File: src/rtl/seg_pkg.sv
// Shared definitions for the 8-digit multiplexed 7-segment scan controller.
package seg_pkg;

  localparam int unsigned NUM_DIGITS = 8;
  localparam int unsigned DIGIT_W    = 4;

  typedef enum logic {
    ST_BLANK = 1'b0,
    ST_SHOW  = 1'b1
  } state_t;

  function automatic logic [DIGIT_W-1:0] digit_of(
    input logic [NUM_DIGITS*DIGIT_W-1:0] word,
    input logic [2:0]                    idx
  );
    return word[idx*DIGIT_W +: DIGIT_W];
  endfunction

endpackage

File: src/rtl/seg_scan_ctrl.sv
// Time-multiplexed 8-digit scan: guard-blank then show each digit, with a
// one-entry load buffer that is committed to the display only at frame end.
module seg_scan_ctrl
  import seg_pkg::*;
#(
  parameter int unsigned TICK_DIV  = 100000,
  parameter int unsigned BLANK_CYC = 1000
) (
  input  logic        clk,
  input  logic        rst_n,
  input  logic        load_valid,
  output logic        load_ready,
  input  logic [31:0] load_data,
  input  logic [7:0]  digit_en,
  output logic [3:0]  num,
  output logic [2:0]  sel,
  output logic        blank,
  output logic        frame_done
);

  localparam int unsigned CNT_MAX = (TICK_DIV > BLANK_CYC) ? TICK_DIV : BLANK_CYC;
  localparam int unsigned CW      = $clog2(CNT_MAX);

  state_t        state, state_next;
  logic [CW-1:0] cnt, cnt_next;
  logic [2:0]    sel_next;
  logic          sel_adv;
  logic [31:0]   active, active_next;
  logic [31:0]   pending;
  logic          pending_valid;
  logic          load_acc;

  always_ff @(posedge clk or negedge rst_n) begin
    if (!rst_n) begin
      state <= ST_BLANK;
      cnt   <= '0;
      sel   <= '0;
    end else begin
      state <= state_next;
      cnt   <= cnt_next;
      sel   <= sel_next;
    end
  end

  always_comb begin
    state_next = state;
    cnt_next   = cnt + 1'b1;
    sel_next   = sel;
    sel_adv    = 1'b0;
    unique case (state)
      ST_BLANK: begin
        if (cnt == CW'(BLANK_CYC - 1)) begin
          state_next = ST_SHOW;
          cnt_next   = '0;
        end
      end
      ST_SHOW: begin
        if (cnt == CW'(TICK_DIV - 1)) begin
          state_next = ST_BLANK;
          cnt_next   = '0;
          sel_next   = sel + 3'd1;
          sel_adv    = 1'b1;
        end
      end
    endcase
  end

  always_comb begin
    blank      = (state == ST_BLANK) || !digit_en[sel];
    frame_done = (state == ST_SHOW) && (cnt == CW'(TICK_DIV - 1)) && (sel == 3'd7);
    load_ready = !pending_valid;
  end

  assign load_acc    = load_valid && load_ready;
  // Swap happens only on the frame_done edge, which is also the sel 7->0 edge,
  // so num for digit 0 is taken from the freshly committed word.
  assign active_next = (frame_done && pending_valid) ? pending : active;

  always_ff @(posedge clk or negedge rst_n) begin
    if (!rst_n) begin
      num           <= '0;
      active        <= '0;
      pending       <= '0;
      pending_valid <= 1'b0;
    end else begin
      active <= active_next;
      if (sel_adv)
        num <= digit_of(active_next, sel_next);
      if (load_acc) begin
        pending       <= load_data;
        pending_valid <= 1'b1;
      end else if (frame_done) begin
        pending_valid <= 1'b0;
      end
    end
  end

endmodule

File: config.mk
export PLATFORM = sky130hd
export DESIGN_NAME = seg_scan_ctrl
export DESIGN_NICKNAME = d
export VERILOG_FILES = /design/src/rtl/seg_pkg.sv /design/src/rtl/seg_scan_ctrl.sv
export SDC_FILE = /design/constraint.sdc
export NUM_CORES = 1
export LEC_CHECK = 0
export CAP_MARGIN = 0
export CORE_ASPECT_RATIO = 0.5
export CORE_UTILIZATION = 60
export DETAILED_ROUTE_END_ITERATION = 6
export PLACE_DENSITY = 0.85
export SLEW_MARGIN = 40
export SYNTH_ARGS = -nofsm -noshare
export SYNTH_HDL_FRONTEND = slang
export SYNTH_SLANG_ARGS = --single-unit
File: constraint.sdc
create_clock -name clk -period 5.3 [get_ports clk]
set_input_delay 1.325 -clock clk [delete_from_list [all_inputs] [get_ports clk]]
set_output_delay 1.325 -clock clk [all_outputs]
set_load 0.005 [all_outputs]
==> results.py <==
metrics = {
    "detailed_routing": {
        "drc": 0,
        "wl_met1_um": 3969,
        "drt-vias-per-instance": 6.064,
        "via_count": 3341,
        "met2_length_um": 4700,
        "dr.pass1.iters": 5,
        "route.top_layer_used": "met4",
        "drtAntennaViolNets": 0,
        "wire_per_inst_um": 17.19,
        "drt-initial-drc-count": 322,
        "wl_um": 9474,
        "wl_met3_um": 673,
    },
    "cells_and_area": {
        "drive_gt1_share_pct": 16.56,
        "antenna_cells": 0,
        "final_nets": 500,
        "finalNonFillerCells": 551,
        "syn_to_final_growth_pct": 18.98,
    },
    "critical_path": {
        "critPathLaunchType": "primary input",
        "crit_start": "digit_en[3]",
        "reg2reg_slack_ns": 1.91,
        "worstPathRequired_ns": 3.97,
        "critPathSlowestCell": "clkdlybuf4s50_1",
        "max_stage_delay_ns": 0.49,
        "cp_top_family": "buffers and inverters",
        "path_max_fanout": 1,
        "path_cells": "clkdlybuf4s50_1 -> mux4_2 -> mux2_2 -> nand2_1 -> clkdlybuf4s50_1",
        "r2r_cells": 10,
        "cp_num_buf_inv": 2,
        "worstReg2RegEnd": "num[3]",
        "critical_path_arrival_ns": 3.03,
        "crit_cells": 5,
        "crit_path_end": "blank",
        "crit_path_frequent_cell": "clkdlybuf4s50_1",
        "cp-end-kind": "output pin",
        "reg2reg_from": "sel[0]",
        "crit_type": "in2out",
    },
    "clock_network": {
        "clkTransAtPathRegs_ns": 0.06,
        "cts_buffer_depth": 2,
        "clock_tree.root_cell": "clkbuf_16",
        "clock_sinks": 90,
        "cts_setup_buffers": 0,
        "hold_buffers": 0,
        "tritoncts": "done",
        "insertion_delay_ns": 0.34,
        "cts_made_buffers": 9,
        "cts_resized": 0,
        "htreeDepth": 3,
    },
    "die": {
        "fp.dieW_um": 122.4,
        "pin_count": 53,
        "die_h_um": 62.22,
        "die_area_mm2": 0.007618,
        "core_mm2": 0.006858,
        "rows": 21,
        "initial_core_util_pct": 63.46,
    },
    "timing": {
        "worst_slew_pin_slew_ns": 0.7900,
        "hold_violations": 0,
        "timing.slew.headroom_pct": 47.34,
        "drv_slew": 0,
        "rsz0062_at_grt": "no",
        "setup_tns_ns": 0,
        "fmax_mhz": 229.7,
        "period_needed_ns": 4.354,
        "whs_ns": 0.4771,
        "setup_viol": 0,
        "final.period_utilization_pct": 82.15,
        "skew_ns": 0.005202,
    },
    "status": {
        "outcome": "finished clean",
    },
    "grt": {
        "grt_pass1_wl_um": 15840,
        "grt_pass1_vias": 3300,
        "antenna_found_initial": 0,
        "grt_use_total_pct": 27.37,
        "overflow": 0,
        "grt_max_degree": 91,
    },
    "synthesis": {
        "synth_edf_count": 0,
        "syn_area_mm2": 0.004352,
        "yosysWarnings": 0,
        "ys_async_sr_fraction_pct": 100.0,
        "syn_inst": 411,
        "synth_area_per_cell_um2": 10.59,
        "synth_seq_cells": 90,
        "seq_area_frac_synth_pct": 51.75,
        "synthDistinctLibCells": 52,
        "synthFlopType": "dfrtp_1",
        "mappedNetlistNets": 457,
    },
    "place": {
        "numPortBuffers": 52,
        "place_hpwl_um": 6245,
        "placed_cells": 535,
        "gp_congestion": 0.8489,
    },
    "run": {
        "cap_violations": 0,
    },
    "min_path": {
        "hold_path.class": "reg2reg",
    },
    "power_and_ir_drop": {
        "cellPowerDensity_mw_per_mm2": 275.0,
        "vdd_drop_max_mv": 0.2274,
        "p_leak_nw": 2.355,
    },
}
-- routing by layer --
layer / vias to the layer above / global-route usage [%]
met5: - / 0
met4: 0 / 9.604
met3: 18 / 8.640
met2: 132 / 44.31
met1: 1671 / 34.70
li1: 1520 / -
-- cells in the final DEF (no fill, tap or decap), types with 8 or more instances in the layout --
cell type / Yosys / final
dfrtp_1: 90 / 90
nand2_1: 81 / 81
clkdlybuf4s50_1: 0 / 51
mux2_2: 46 / 46
nor2_1: 32 / 32
o21ai_0: 13 / 12
nor3_1: 11 / 11
xor2_1: 10 / 10
mux2i_1: 10 / 10
clkbuf_16: 0 / 9
a21oi_1: 8 / 8
-- cell type report --
cell class	instances	area, um^2
Sequential cell	90	2252
Inverter	6	22.52
Timing Repair Buffer	56	554.3
Multi-Input combinational cell	291	1953
Clock buffer	13	240.2
Tap cell	92	115.1
Fill cell	438	1680
Clock inverter	3	40.04
-- state kept, by name (all words and copies together) (netlist names) --
signal,cells
active,32
cnt,17
num,4
pending,32
pending_valid,1
sel,3
state,1
-- how the worst min path moves through the flow --
stage	start	endpoint	slack, ns	cells past startpoint
5_1_grt	active[31]	active[31]	0.50	2
2_1_floorplan	active[0]	active[0]	0.44	2
6_report	active[12]	active[12]	0.48	2
3_5_place_dp	active[12]	active[12]	0.46	2
3_3_place_gp	active[23]	active[23]	0.45	2
4_1_cts	active[12]	active[12]	0.48	2
-- metrics by stage --
stage	area, um^2	power [mW]	setup slack (ns)	utilization (%)
4_1_cts	5175	1.434	0.9225	75.46
5_1_grt	5177	1.481	0.8786	75.50
2_1_floorplan	4352	0.7707	1.882	-
3_3_place_gp	4891	0.8206	0.9782	71.32
6_report	5177	1.424	0.9460	75.50
3_5_place_dp	4895	0.8266	0.9285	71.37
-- worst register-to-register path: cells and delay by family (launching register included) --
| family | cells | cell delay [ns] |
|---|---|---|
| fa+ha+maj | 2 | 0.52 |
| buf+inv | 1 | 0.41 |
| flops | 1 | 0.86 |
| compound gates | 3 | 0.43 |
| simple gates | 3 | 0.83 |
| mux | 1 | 0.27 |
-- cells by family after synthesis --
family	share of synthesized area, %
buffers and inverters	3.421
multiplexers	16.19
adder cells (fa/ha/maj)	0.8627
AO/OA/AOI/OAI	7.188
XOR/XNOR	3.019
AND/OR/NAND/NOR	17.57
flip-flops	51.75
-- synth_stat cells (all sizes together) (2+ instances only) --
master   count  area share [%]
a2111oi      4            0.80
a21o         2            0.34
a21oi        8            0.92
a31oi        4            0.57
and2         3            0.49
and3         7             1.0
buf          9             1.6
clkbuf      15             1.3
dfrtp       90              52
ha           3            0.86
inv          6            0.52
mux2        49              13
mux2i       10             2.3
mux4         2             1.0
nand2       81             7.0
nand3        8             1.0
nand4        6            0.86
nor2        32             2.8
nor2b        3            0.43
nor3        11             1.3
nor4         3            0.78
o211ai       4            0.69
o21ai       13             1.5
o22ai        3            0.43
o31ai        2            0.34
or3          3            0.43
or4          2            0.43
xnor2        5             1.0
xor2        10             2.0
-- power breakdown --
| group | switching [mW] | internal, mW | leakage [nW] | total, mW |
|---|---|---|---|---|
| sequential | 0.0221 | 0.716 | 1.19 | 0.738 |
| combinational | 0.0252 | 0.0504 | 1.03 | 0.0756 |
| clock | 0.246 | 0.364 | 0.138 | 0.610 |
| total | 0.293 | 1.13 | 2.35 | 1.42 |
Note: power is estimated with default switching activity, not from simulation.
